### config.mk
export PLATFORM = sky130hd
export DESIGN_NAME = dct_output_serializer
export DESIGN_NICKNAME = d
export VERILOG_FILES = /design/src/rtl/dct_output_serializer.sv
export SDC_FILE = /design/constraint.sdc
export NUM_CORES = 1
export LEC_CHECK = 0
export ABC_CLOCK_PERIOD_IN_PS = 15050
export CAP_MARGIN = 40
export CORE_ASPECT_RATIO = 1.2
export CORE_UTILIZATION = 54
export CTS_CLUSTER_SIZE = 30
export DETAILED_ROUTE_END_ITERATION = 10
export PLACE_DENSITY = 0.81
export SLEW_MARGIN = 10
export SYNTH_ARGS = -nofsm -noshare
export SYNTH_HDL_FRONTEND = slang
export SYNTH_SLANG_ARGS = --single-unit
### constraint.sdc
create_clock -name clk -period 15.05 [get_ports clk]
set_clock_uncertainty 0.1 [all_clocks]
set_input_delay 3.01 -clock clk [delete_from_list [all_inputs] [get_ports clk]]
set_output_delay 3.01 -clock clk [all_outputs]
set_load 0.01 [all_outputs]
### src/rtl/dct_output_serializer.sv
// ============================================================================
// Module  : dct_output_serializer
// Purpose : Captures a stage-4 DCT frame, rounds/saturates it into natural
//           X0..X7 order and streams it out over valid/ready (ping-pong).
// Rev     : 1.0  initial release
// ============================================================================
`default_nettype none

module dct_output_serializer #(
    parameter int FRAC  = 8,
    parameter int OUT_W = 16
) (
    input  logic             clk,
    input  logic             reset,
    input  logic             in_valid,
    output logic             in_ready,
    input  logic [10:0]      r0,
    input  logic [10:0]      r1,
    input  logic [25:0]      r2,
    input  logic [25:0]      r3,
    input  logic [26:0]      r4,
    input  logic [26:0]      r5,
    input  logic [26:0]      r6,
    input  logic [26:0]      r7,
    output logic             out_valid,
    input  logic             out_ready,
    output logic [OUT_W-1:0] out_data,
    output logic [2:0]       out_idx,
    output logic             out_last
);

    localparam logic [0:0] c_idle   = 1'b0;
    localparam logic [0:0] c_stream = 1'b1;

    localparam logic signed [27:0] c_half = 28'sd1 <<< (FRAC - 1);
    localparam logic signed [27:0] c_max  = (28'sd1 <<< (OUT_W - 1)) - 28'sd1;
    localparam logic signed [27:0] c_min  = -(28'sd1 <<< (OUT_W - 1));

    // Round half toward +inf, then clamp to the signed OUT_W range.
    function automatic logic [OUT_W-1:0] round_sat(input logic [26:0] v);
        logic signed [27:0] sum;
        logic signed [27:0] q;
        sum = $signed({v[26], v}) + c_half;
        q   = sum >>> FRAC;
        if (q > c_max)
            return c_max[OUT_W-1:0];
        else if (q < c_min)
            return c_min[OUT_W-1:0];
        else
            return q[OUT_W-1:0];
    endfunction

    logic [0:0]       r_state;
    logic [1:0]       r_full;
    logic             r_wr_ptr;
    logic             r_rd_ptr;
    logic [2:0]       r_idx;
    logic [OUT_W-1:0] r_mem [2][8];

    logic [OUT_W-1:0] w_conv [8];
    logic [1:0]       w_full_nxt;
    logic             w_capture;
    logic             w_release;

    assign in_ready  = ~r_full[r_wr_ptr];
    assign out_valid = (r_state == c_stream);
    assign out_idx   = r_idx;
    assign out_last  = out_valid && (r_idx == 3'd7);
    assign out_data  = out_valid ? r_mem[r_rd_ptr][r_idx] : '0;

    assign w_capture = in_valid && in_ready;
    assign w_release = out_valid && out_ready && (r_idx == 3'd7);

    // Slot k of a bank holds coefficient Xk.
    always_comb begin
        w_conv[0] = {{(OUT_W-11){r0[10]}}, r0};
        w_conv[1] = round_sat(r7);
        w_conv[2] = round_sat({r2[25], r2});
        w_conv[3] = round_sat(r5);
        w_conv[4] = {{(OUT_W-11){r1[10]}}, r1};
        w_conv[5] = round_sat(r6);
        w_conv[6] = round_sat({r3[25], r3});
        w_conv[7] = round_sat(r4);
    end

    // Capture and release never target the same bank on one edge.
    always_comb begin
        w_full_nxt = r_full;
        if (w_capture)
            w_full_nxt[r_wr_ptr] = 1'b1;
        if (w_release)
            w_full_nxt[r_rd_ptr] = 1'b0;
    end

    always_ff @(posedge clk) begin
        if (w_capture) begin
            for (int k = 0; k < 8; k++)
                r_mem[r_wr_ptr][k] <= w_conv[k];
        end
    end

    always_ff @(posedge clk) begin
        if (reset) begin
            r_state  <= c_idle;
            r_full   <= 2'b00;
            r_wr_ptr <= 1'b0;
            r_rd_ptr <= 1'b0;
            r_idx    <= 3'd0;
        end else begin
            r_full <= w_full_nxt;
            if (w_capture)
                r_wr_ptr <= ~r_wr_ptr;
            case (r_state)
                c_idle: begin
                    if (r_full[r_rd_ptr]) begin
                        r_state <= c_stream;
                        r_idx   <= 3'd0;
                    end
                end
                c_stream: begin
                    if (out_ready) begin
                        if (r_idx == 3'd7) begin
                            r_idx    <= 3'd0;
                            r_rd_ptr <= ~r_rd_ptr;
                            r_state  <= r_full[~r_rd_ptr] ? c_stream : c_idle;
                        end else begin
                            r_idx <= r_idx + 3'd1;
                        end
                    end
                end
                default: r_state <= c_idle;
            endcase
        end
    end

endmodule

`default_nettype wire

[Word-level counts from Yosys, hierarchy flattened]
Memory sizes are Yosys's and may differ from the RTL's. A register that Yosys moved wholly into a read port is not among the register bits.
Cells that the tools add are included.
Storage, ports and cells
  word-level logic and storage cells: 91
  memories kept: 1
  bits of input ports: 186
  output and inout bits: 22
  bits in writable memories: 256
  flip-flop bits (word level): 8
Operators by class
  $lt $le $gt $ge: 18
  multiplexer cells: 41
  reductions and logical operators: 8
  equality and inequality tests: 3
  bitwise gates (word level): 8
  add/sub/neg operators: 7
Memories
  r_mem: depth 2, bits a word 128, read ports 1, clocked after memory_dff 1, wr ports 1, line 58  | logic [OUT_W-1:0] r_mem [2][8];
Operators by type and width (number)
  16-bit two-way mux: 15
  27-bit by 9-bit adder with 28-bit output, second input constant: 4
  20-bit by 16-bit greater-than comparator with 1-bit output, second input constant: 4
  20-bit by 16-bit less-than comparator with 1-bit output, second input constant: 4
  26-bit by 9-bit adder with 27-bit output, second input constant: 2
  16-bit binary-select mux with 3-bit select: 1
  19-bit by 16-bit greater-than comparator with 1-bit output, second input constant: 2
  19-bit by 16-bit less-than comparator with 1-bit output, second input constant: 2
  1-bit two-way mux: 16
  3-bit two-way mux: 3
  1-bit logical AND: 6
  1-bit by 2-bit less-than comparator with 1-bit output, second input constant: 3
  3-bit one-hot mux with 2 select lines: 1
  4-bit >= comparator, second input constant: 1
  2-bit two-way mux: 2
  2-bit != test, second input constant: 2
  1-bit NOT: 4
  3-bit NOT with 4-bit output: 1
  3-bit by 1-bit adder with 3-bit output, second input constant: 1
  3-bit equality test, second input constant: 1
  3-bit AND reduction: 1
  2-bit bitwise AND: 1
  1-bit demux with 1-bit select: 2
  1-bit >= comparator, second input constant: 2
  4 further kinds: 4

[Longest topological paths before layout]
  word-level depth: 8
  mapped depth: 8
  depth with buffers taken out: 6

[Worst setup path before layout]
OpenSTA, ideal clock, no wires.
  kind: input -> register
  from: in in_valid
  to: mem r_mem[0][0] (netlist name) (enable)
  stages: 1
  library setup time: 0.768 ns
  arrival: 11.561 ns
  required time: 14.182 ns
  path slack: 2.621 ns
  path buffers: 0
  cells stage by stage: nor3b_1
Between the ends
  longest elaborated chain between the ends: 3
Ends and longest elaborated chain
  start, declared: line 15  | input logic in_valid,
  1-bit logical AND: line 71  | assign w_capture = in_valid && in_ready;
  1-bit two-way mux: line 96  | if (w_capture) begin
  1-bit two-way mux (implied by the code): line 98  | r_mem[r_wr_ptr][k] <= w_conv[k];
  end, declared: line 58
No other way between the ends.

==> impl_metrics.tcl <==
set metrics [dict create \
    period_needed_ns 7.00 \
    synthesis.nets 1122 \
    overflow 0 \
    die_area_um2 23900 \
    cp_max_fo 40 \
    ff_latch_area_um2 7270 \
    place_inst 1368 \
    dieWidth_um 141 \
    syn_inst 928 \
    cts_buffers 23 \
    dpl_cell_area_um2 14600 \
    fmax_ghz 0.143 \
    rows 60 \
    synth.avg_cell_area_um2 13.6 \
    synth_cell_types 66 \
    drcViolationCount 0 \
    setup_viol_count_final 0 \
    synth_warnings 0 \
    cts_buffer_depth 3 \
    grt_pass1_vias 8572 \
    place.port_buffers 165 \
    synthFlopType "edfxtp_1" \
    post-dp-hpwl_um 20700 \
    hold_class "reg2reg" \
    grt_max_degree 51 \
    post_cts_resized 0 \
    yosys_register_bits 245 \
    cts_root_buf "clkbuf_16" \
    drt_iter0_drc 739 \
    layout.nets 1277 \
    drive_above_1_share 0.120 \
    tightestPinTransition_ns 0.934 \
    via_per_inst 6.24 \
    cts.sinks 245 \
    gp_congestion 0.897 \
    powerDensity_nw_per_um2 104 \
    antenna_found_initial 1 \
    start_util 0.555 \
    arrival_ns 3.89 \
    insertion_delay_ns 0.51 \
    routedWlPerCell_um 21.2 \
    end_kind "primary output" \
    cts.clk_slew.worst_paths_ns 0.06 \
    synth_edf_count 236 \
    fin_tns_setup_ns 0 \
    required_ns 11.94 \
    final-hold-violation-count 0 \
    die_h_um 169 \
    dr.pass1.iters 6 \
    ioPinCount 208 \
    h-tree-depth 1 \
    slew_headroom 0.376 \
    instances_no_fill 1409 \
    routed-via-count 8795 \
    wl_um 29900 \
    ant_nets 0 \
    total_power_mw 1.58 \
    grt_setup_unrepaired "false" \
    maxSlewViolCount 0 \
    status "completed" \
    max_cap_viol_count 0 \
    critical_path_class "reg2out" \
    syn2layout_area_growth_pct 21.1 \
    coreArea_um2 22700 \
    ir_drop_uv 74.4 \
    seq_area_frac_synth 0.577 \
    cts_tree "yes" \
    ys_async_sr_fraction 0 \
    fin_area_um2 15200 \
    synthesis.area_um2 12600 \
    grt_usage 0.254 \
    p_leak_nw 4.73 \
    grt_pass1_wl_um 46400 \
    cp-start-kind "flop" \
    cts_hold_buf 0 \
    n_fill_cell 1574 \
    multiInputGateArea_um2 5030 \
    post_cts_buffers 0 \
    post-route-period-util 0.465 \
]
[flip-flops by register name (all words and copies together) (netlist names), named ones only]
register,count
out_valid,1
r_mem,236
r_rd_ptr,1
r_wr_ptr,1
out_idx,3
r_full,2
[per-stage QoR]
stage               setup slack [ns]   util  hold WS [ns]
finish                          8.05  0.673         0.429
global route                    7.73  0.673         0.492
CTS                             7.96  0.672         0.431
detailed placement              8.52  0.642         0.420
global placement                8.56  0.639         0.414
floorplan                       2.62      -         0.393
[synthesized netlist by cell type (16+ instances only)]
library cell	count	area [um2]
inv_1	21	78.8
a21oi_1	16	80.1
clkbuf_1	29	109
xnor2_1	35	307
edfxtp_1	236	7090
nand4_1	27	169
o21ai_0	57	285
nand3_1	43	215
nor2_1	47	176
mux4_2	62	1400
and2_1	20	125
nand2_1	48	180
xor2_1	45	394
[critical path, stage by stage (launching register included)]
cell	delay, ns
dfxtp_4	0.69
buf_4	0.71
mux2i_1	0.15
o21ai_0	0.54
o221ai_1	0.21
a21boi_0	0.40
clkdlybuf4s50_1	0.62
[worst paths after layout]
path | startpoint | depth (start not counted) | endpoint | slack, ns
max | flop | 6 | out_data[11] | 8.05
min | r_rd_ptr | 2 | out_valid | 0.43
max reg2reg | r_full[1] | 3 | r_mem[1][6] | 12.51
min reg2reg | r_rd_ptr | 2 | out_valid | 0.43
[layout make-up]
class                   instances  share of cell area
diodes                          1            0.000164
clock buffers                  27              0.0387
clock inverters                13             0.00673
inverters                      22             0.00542
multi-input cells             613               0.330
flip-flops and latches        245               0.477
well taps                     310              0.0254
repair buffers                178               0.117
[power by group]
part,internal (mW),switching (mW),leakage (nW)
Sequential,0.808,0.0164,2.24
Clock,0.312,0.237,0.336
Combinational,0.0984,0.113,2.15
Total,1.22,0.366,4.73
[routing by layer]
metal / part of all wire / vias to the layer above / GRT usage / wire length (um)
met2: 0.51 / 365 / 0.446 / 15300
met1: 0.38 / 4362 / 0.318 / 11500
li1: - / 4004 / - / -
met3: 0.064 / 64 / 0.0310 / 1930
met4: 0.042 / 0 / 0.110 / 1250
met5: 0 / - / 0 / 0
[cells in the final DEF, fill, tap and decap left out, types with 7 or more instances in the layout]
master,n
edfxtp_1,236
clkdlybuf4s50_1,165
mux4_2,62
o21ai_0,57
nand2_1,48
nor2_1,47
xor2_1,45
nand3_1,43
xnor2_1,35
nand4_1,27
clkbuf_16,23
inv_1,21
and2_1,20
a21oi_1,16
and3_1,14
o211ai_1,14
and4_1,13
nor3_1,12
mux2i_1,11
clkinv_1,11
buf_4,11
o22ai_1,9
o221ai_1,9
o31ai_1,8
or2_2,8
a211oi_1,8
ha_1,8
or4_1,7
nor4_1,7
nor2b_1,7
a211o_1,7
dfxtp_1,7
[logic make-up after synthesis]
| kind of cell | count (synthesis) | share of synthesized area |
|---|---|---|
| multiplexers | 79 | 0.125 |
| XOR/XNOR | 80 | 0.0557 |
| adder cells (fa/ha/maj) | 8 | 0.00795 |
| flip-flops | 245 | 0.577 |
| AND/OR/NAND/NOR | 274 | 0.118 |
| buffers and inverters | 70 | 0.0242 |
| AO/OA/AOI/OAI | 172 | 0.0915 |
No activity file was read; power rests on OpenSTA's default activity.
==> edit 1, RTL diff (config.mk and constraints unchanged) <==
`OUT_W`: 16 -> 18.
--- a/src/rtl/dct_output_serializer.sv
+++ b/src/rtl/dct_output_serializer.sv
@@ -8,7 +8,7 @@
 
 module dct_output_serializer #(
     parameter int FRAC  = 8,
-    parameter int OUT_W = 16
+    parameter int OUT_W = 18
 ) (
     input  logic             clk,
     input  logic             reset,
Ports: changed (resized out_data); port bits go from 208 to 210. The function was not compared with the original's and may differ.
==> edit 1 against the unedited design <==
- sequential power is 9.2% higher
- via count is 2.4% lower
- worst setup slack worse by 0.032 ns
- wire length rose by 0.45%
- cell area is 5.2% higher
- synthesized area increased by 5.1%
- sequential cell count increased by 24
- power is 7.1% higher
- critical endpoint is now out_data[7]
- largest power group unchanged
==> edit 1: results (changes against the unedited design) <==
The cell area after placement came out at 0.01530 mm2 (was 0.01455 mm2). The leakage power is 5.151 nW (was 4.726 nW). The cell count after synthesis is 914 (was 928). The cell at the slowest stage of the critical path is sky130_fd_sc_hd__dfxtp_4 (was sky130_fd_sc_hd__buf_4).

The arrival time reported for the critical path endpoint came out at 3.92 ns (was 3.89 ns). The part of the Yosys area used for sequential elements came to 60.36% (was 57.72%). The end of the worst register-to-register path is r_mem[0][102]$_DFFE_PP_ (was r_mem[1][6]$_DFFE_PP_). The number of buffers inserted during clock tree synthesis came out at 25 (was 23). The met2 routing resource usage after global routing came out at 41.69% (was 44.64%). The largest net degree at the start of global routing is 67 (was 51).

The critical path's largest stage delay is 0.77 ns (was 0.71 ns). The filler cell count came to 1643 (was 1574). The synthesized netlist net count came out at 1108 (was 1122). The number of instances in the placed design came out at 1382 (was 1368). The total length of routed wires came out at 30040 um (was 29900 um).

The reg2reg setup slack is 12.61 ns (was 12.51 ns). The count of nets after finishing came to 1283 (was 1277). The flip-flop count of the largest register after layout is 260 (was 236). The global placement routability congestion came out at 0.8688 (was 0.8966). Main area contributors after synthesis: sky130_fd_sc_hd__edfxtp_1 (59%), sky130_fd_sc_hd__mux4_2 (11%), sky130_fd_sc_hd__xor2_1 (3.7%) (was sky130_fd_sc_hd__edfxtp_1 (56%), sky130_fd_sc_hd__mux4_2 (11%), sky130_fd_sc_hd__xor2_1 (3.1%)). Commonest cells in the netlist: sky130_fd_sc_hd__edfxtp_1 (260), sky130_fd_sc_hd__o21ai_0 (68), sky130_fd_sc_hd__mux4_2 (66) (was sky130_fd_sc_hd__edfxtp_1 (236), sky130_fd_sc_hd__mux4_2 (62), sky130_fd_sc_hd__o21ai_0 (57)). The tightest slew margin relative to the limit came out at 36.03% (was 37.62%).

The number of distinct library cells after synthesis came to 63 (was 66). The number of antenna violations at the first check in global routing is 2 (was 1). The global-route wire length before repair is 45820 um (was 46370 um). The antenna cell count came out at 0 (was 1). Run status: completed (unchanged). The average wire per standard cell came out at 21.12 um (was 21.22 um). The number of iterations in the first detailed-routing pass came to 5 (was 6). The path depth of the worst reg2reg path came out at 4 (was 3). The combined global-route utilization of all metal layers is 23.92% (was 25.41%). The via count normalized by instance count came out at 6.037 (was 6.242). The final HPWL from detailed placement came out at 21390 um (was 20720 um). The maximum vdd drop came out at 0.08175 mV (was 0.07440 mV). The maximum fanout encountered on the critical timing path came out at 42 (was 40). The switching power came out at 0.3782 mW (was 0.3660 mW). The global routing met1 resource utilization came out at 29.49% (was 31.75%).

The number of flops mapped to enable cells by yosys came out at 260 (was 236). The share of layout cells above drive strength 1 was 15.43% (was 12.02%). The worst flop-to-flop path startpoint is r_full[0]$_SDFF_PP0_ (was r_full[1]$_SDFF_PP0_). The number of global-route vias before repair was 8428 (was 8572).
## edit 1: worst min-delay path: cells and delay by family, from the launching register on
kind | cells | cell delay [ns]
flops | 1 | 0.34
compound gates | 2 | 0.14
## edit 1: how the worst max path moves through the flow
stage / endpoint / slack (ns) / from
after global routing: out_data[7] / 7.82 / flop
final: out_data[7] / 8.02 / flop
after floorplan: r_mem[0][0]$_DFFE_PP_ / 1.73 / in_valid
after detailed placement: out_data[5] / 8.51 / flop
after global placement: out_data[5] / 8.52 / flop
after CTS: out_data[7] / 7.94 / flop
## edit 1: final cells by class
type                    instances  area [um2]  share of cell area [%]
clock buffers                  28       636.9                   3.969
multi-input cells             588        4955                   30.88
flip-flops and latches        269        7993                   49.81
well taps                     320       400.4                   2.495
clock inverters                12       107.6                  0.6706
repair buffers                183        1872                   11.66
inverters                      22       82.58                  0.5146
## edit 1: per-stage QoR
step	setup WS, ns	hold slack [ns]	power (mW)
after floorplan	1.732	0.3927	1.027
after global placement	8.523	0.4157	1.111
after detailed placement	8.513	0.4187	1.124
after CTS	7.941	0.4279	1.704
after global routing	7.824	0.4723	1.747
final	8.023	0.4262	1.698
## edit 1: cell families (layout without fill, tap and decap cells)
logic type / Yosys count / in the layout / synth area share, %
xor gates and xnor gates: 90 / 90 / 5.956
DFF: 269 / 269 / 60.36
muxes: 87 / 87 / 12.90
adders and majority gates: 8 / 8 / 0.7564
AOI/OAI and AO/OA: 152 / 152 / 7.668
buffers and inverters: 57 / 245 / 2.269
and+or+nand+nor: 251 / 251 / 10.10
## edit 1: layer usage
layer  vias up  wire (um)
met5         -          0
met4         0        971
met3        56       2438
met2       371      15510
met1      4227      11120
li1       3931          -
## edit 1: power by group through the flow
stage / Clock, mW / Sequential, mW / Combinational (mW)
final: 0.588 / 0.900 / 0.210
after floorplan: 0 / 0.922 / 0.105
after global routing: 0.620 / 0.903 / 0.224
after CTS: 0.594 / 0.900 / 0.210
after global placement: 0 / 0.912 / 0.199
after detailed placement: 0 / 0.915 / 0.209
==> edit 2, RTL diff (config.mk and constraints unchanged) <==
Made on the original files. Make the reset (`reset`) asynchronous in one clocked block.
--- a/src/rtl/dct_output_serializer.sv
+++ b/src/rtl/dct_output_serializer.sv
@@ -99,7 +99,7 @@
         end
     end
 
-    always_ff @(posedge clk) begin
+    always_ff @(posedge clk or posedge reset) begin
         if (reset) begin
             r_state  <= c_idle;
             r_full   <= 2'b00;
Function: not settled (the Yosys comparison gave no result); the edit may change what the design does.
==> edit 2 against the unedited design <==
- critical path type unchanged
- wire length fell by 6.9%
- synthesized area fell by 1.2%
- fmax rose by 4.3%
- first-iteration DRC count fell by 4.2%
- worst hold slack got worse by 0.0011 ns
- sequential cell count fell by 1
- worst setup slack improved by 0.29 ns
- cell area fell by 0.57%
- sequential share of layout area rose by 0.40 points
Power is not compared: it rests on default switching activity, and its combinational part moved more than twofold at a synthesized area within 25%.
==> edit 2: results (changes against the unedited design) <==
The final HPWL from detailed placement came out at 20040 um (was 20720 um). The arrival time reported for the critical path endpoint is 3.60 ns (was 3.89 ns). The maximum vdd drop is 0.1217 mV. The filler cell count came out at 1578 (was 1574). The share of synthesized registers carrying an async set or reset is 3.279% (was 0%). The reg2reg setup slack is 12.60 ns (was 12.51 ns). The number of global-route vias before repair is 8276 (was 8572). The maximum fanout encountered on the critical timing path came out at 35 (was 40).

Main area contributors after synthesis: sky130_fd_sc_hd__edfxtp_1 (57%), sky130_fd_sc_hd__mux4_2 (12%), sky130_fd_sc_hd__xnor2_1 (3.1%) (was sky130_fd_sc_hd__edfxtp_1 (56%), sky130_fd_sc_hd__mux4_2 (11%), sky130_fd_sc_hd__xor2_1 (3.1%)). The global-route wire length before repair came out at 43460 um (was 46370 um). The number of distinct library cells after synthesis came out at 72 (was 66). The buffer cell driving the clock tree root is sky130_fd_sc_hd__clkbuf_16 (unchanged). The end point of the critical path is out_data[3] (was out_data[11]). Run status: completed (unchanged).

The share of layout cells above drive strength 1 came to 14.85% (was 12.02%). The yosys synthesis warning count came out at 0 (unchanged). The combined global-route utilization of all metal layers came to 24.21% (was 25.41%).

The global placement routability congestion came out at 0.8999 (was 0.8966). The via count is 8199 (was 8795). Commonest cells in the netlist: sky130_fd_sc_hd__edfxtp_1 (236), sky130_fd_sc_hd__o21ai_0 (71), sky130_fd_sc_hd__mux4_2 (69) (was sky130_fd_sc_hd__edfxtp_1 (236), sky130_fd_sc_hd__mux4_2 (62), sky130_fd_sc_hd__o21ai_0 (57)). The cell family contributing the most delay on the critical path is buffers and inverters (unchanged).

The total length of routed wires came out at 27830 um (was 29900 um). The flip-flop count of the largest register after layout is 236 (unchanged). The synthesized netlist net count is 1076 (was 1122).

The tightest slew margin relative to the limit came out at 36.63% (was 37.62%). The critical path's largest stage delay is 0.62 ns (was 0.71 ns). The number of iterations in the first detailed-routing pass was 5 (was 6). The critical path starts at r_rd_ptr$_DFFE_PP0P_. The number of buffers on the longest clock path is 3 (unchanged). The end of the worst register-to-register path is r_mem[1][101]$_DFFE_PP_ (was r_mem[1][6]$_DFFE_PP_). The clock insertion delay at the later pin of the skew report came out at 0.49 ns (was 0.51 ns). The largest net degree at the start of global routing is 54 (was 51).

The sum of negative setup slack was 0 ns (unchanged). The count of routing violations after the opening detailed-route iteration was 708 (was 739). The path depth of the worst reg2reg path was 5 (was 3). The part of the Yosys area used for sequential elements is 58.59% (was 57.72%). The worst flop-to-flop path startpoint is r_wr_ptr$_DFFE_PP0P_ (was r_full[1]$_SDFF_PP0_).

The cell at the slowest stage of the critical path is sky130_fd_sc_hd__dfrtp_4 (was sky130_fd_sc_hd__buf_4). The count of nets after finishing came out at 1242 (was 1277). The number of antenna violations at the first check in global routing is 4 (was 1).
==> edit 2: changes by cell type after synthesis, moves of 9 or more <==
cell | unedited run | this run
sky130_fd_sc_hd__and4_1 | 13 | 4
sky130_fd_sc_hd__a21oi_2 | 0 | 11
sky130_fd_sc_hd__a21oi_1 | 16 | 27
sky130_fd_sc_hd__xnor2_1 | 35 | 44
sky130_fd_sc_hd__nand2_1 | 48 | 57
sky130_fd_sc_hd__nor2_1 | 47 | 33
sky130_fd_sc_hd__o21ai_0 | 57 | 71
sky130_fd_sc_hd__dfxtp_1 | 9 | 0
sky130_fd_sc_hd__nand4_1 | 27 | 11
sky130_fd_sc_hd__o21ai_1 | 0 | 10
sky130_fd_sc_hd__o211ai_1 | 14 | 1
==> edit 2: stage by stage <==
step / area (um2) / cells / hold WS, ns / worst slack (ns)
floorplan: 12440 / 882 / 0.4584 / 2.553
global placement: 14340 / 1297 / 0.4194 / 8.618
detailed placement: 14450 / 1302 / 0.4206 / 8.820
CTS: 15160 / 1343 / 0.4339 / 8.272
global route: 15160 / 1345 / 0.4392 / 8.163
finish: 15160 / 1345 / 0.4276 / 8.343
==> edit 2: worst min path at each step <==
stage,start,to,depth (start not counted)
3_3_place_gp,out_idx[2]$_DFFE_PP0P_,out_idx[2]$_DFFE_PP0P_,1
6_report,out_idx[2]$_DFFE_PP0P_,out_idx[2]$_DFFE_PP0P_,1
3_5_place_dp,out_idx[2]$_DFFE_PP0P_,out_idx[2]$_DFFE_PP0P_,1
4_1_cts,out_idx[2]$_DFFE_PP0P_,out_idx[2]$_DFFE_PP0P_,1
5_1_grt,out_idx[2]$_DFFE_PP0P_,out_idx[2]$_DFFE_PP0P_,1
2_1_floorplan,r_wr_ptr$_DFFE_PP0P_,r_wr_ptr$_DFFE_PP0P_,2
==> edit 2: logic make-up after synthesis <==
family / after synthesis / share of synthesized area, %
xor gates and xnor gates: 87 / 6.187
and+or+nand+nor: 239 / 10.62
AOI/OAI and AO/OA: 159 / 8.008
buffers and inverters: 65 / 2.294
muxes: 80 / 13.49
DFF: 244 / 58.59
adders and majority gates: 8 / 0.8049
==> edit 2: routing by layer <==
| layer | vias to the layer above | share of wire (%) | track usage (%) | wire (um) |
|---|---|---|---|---|
| met2 | 297 | 53 | 44.07 | 14720 |
| met3 | 54 | 5.9 | 2.901 | 1652 |
| met5 | - | 0.097 | 0 | 27 |
| met1 | 4059 | 38 | 30.13 | 10680 |
| met4 | 4 | 2.7 | 7.750 | 752 |
| li1 | 3785 | - | - | - |
==> edit 2: final cells by class <==
type | count | area share (%)
timing repair buffer | 179 | 12.07
clock buffer | 28 | 3.920
multi-input combinational | 573 | 32.15
tap | 279 | 2.303
sequential | 244 | 48.10
inverter | 27 | 0.6685
antenna | 2 | 0.03301
clock inverter | 13 | 0.7593
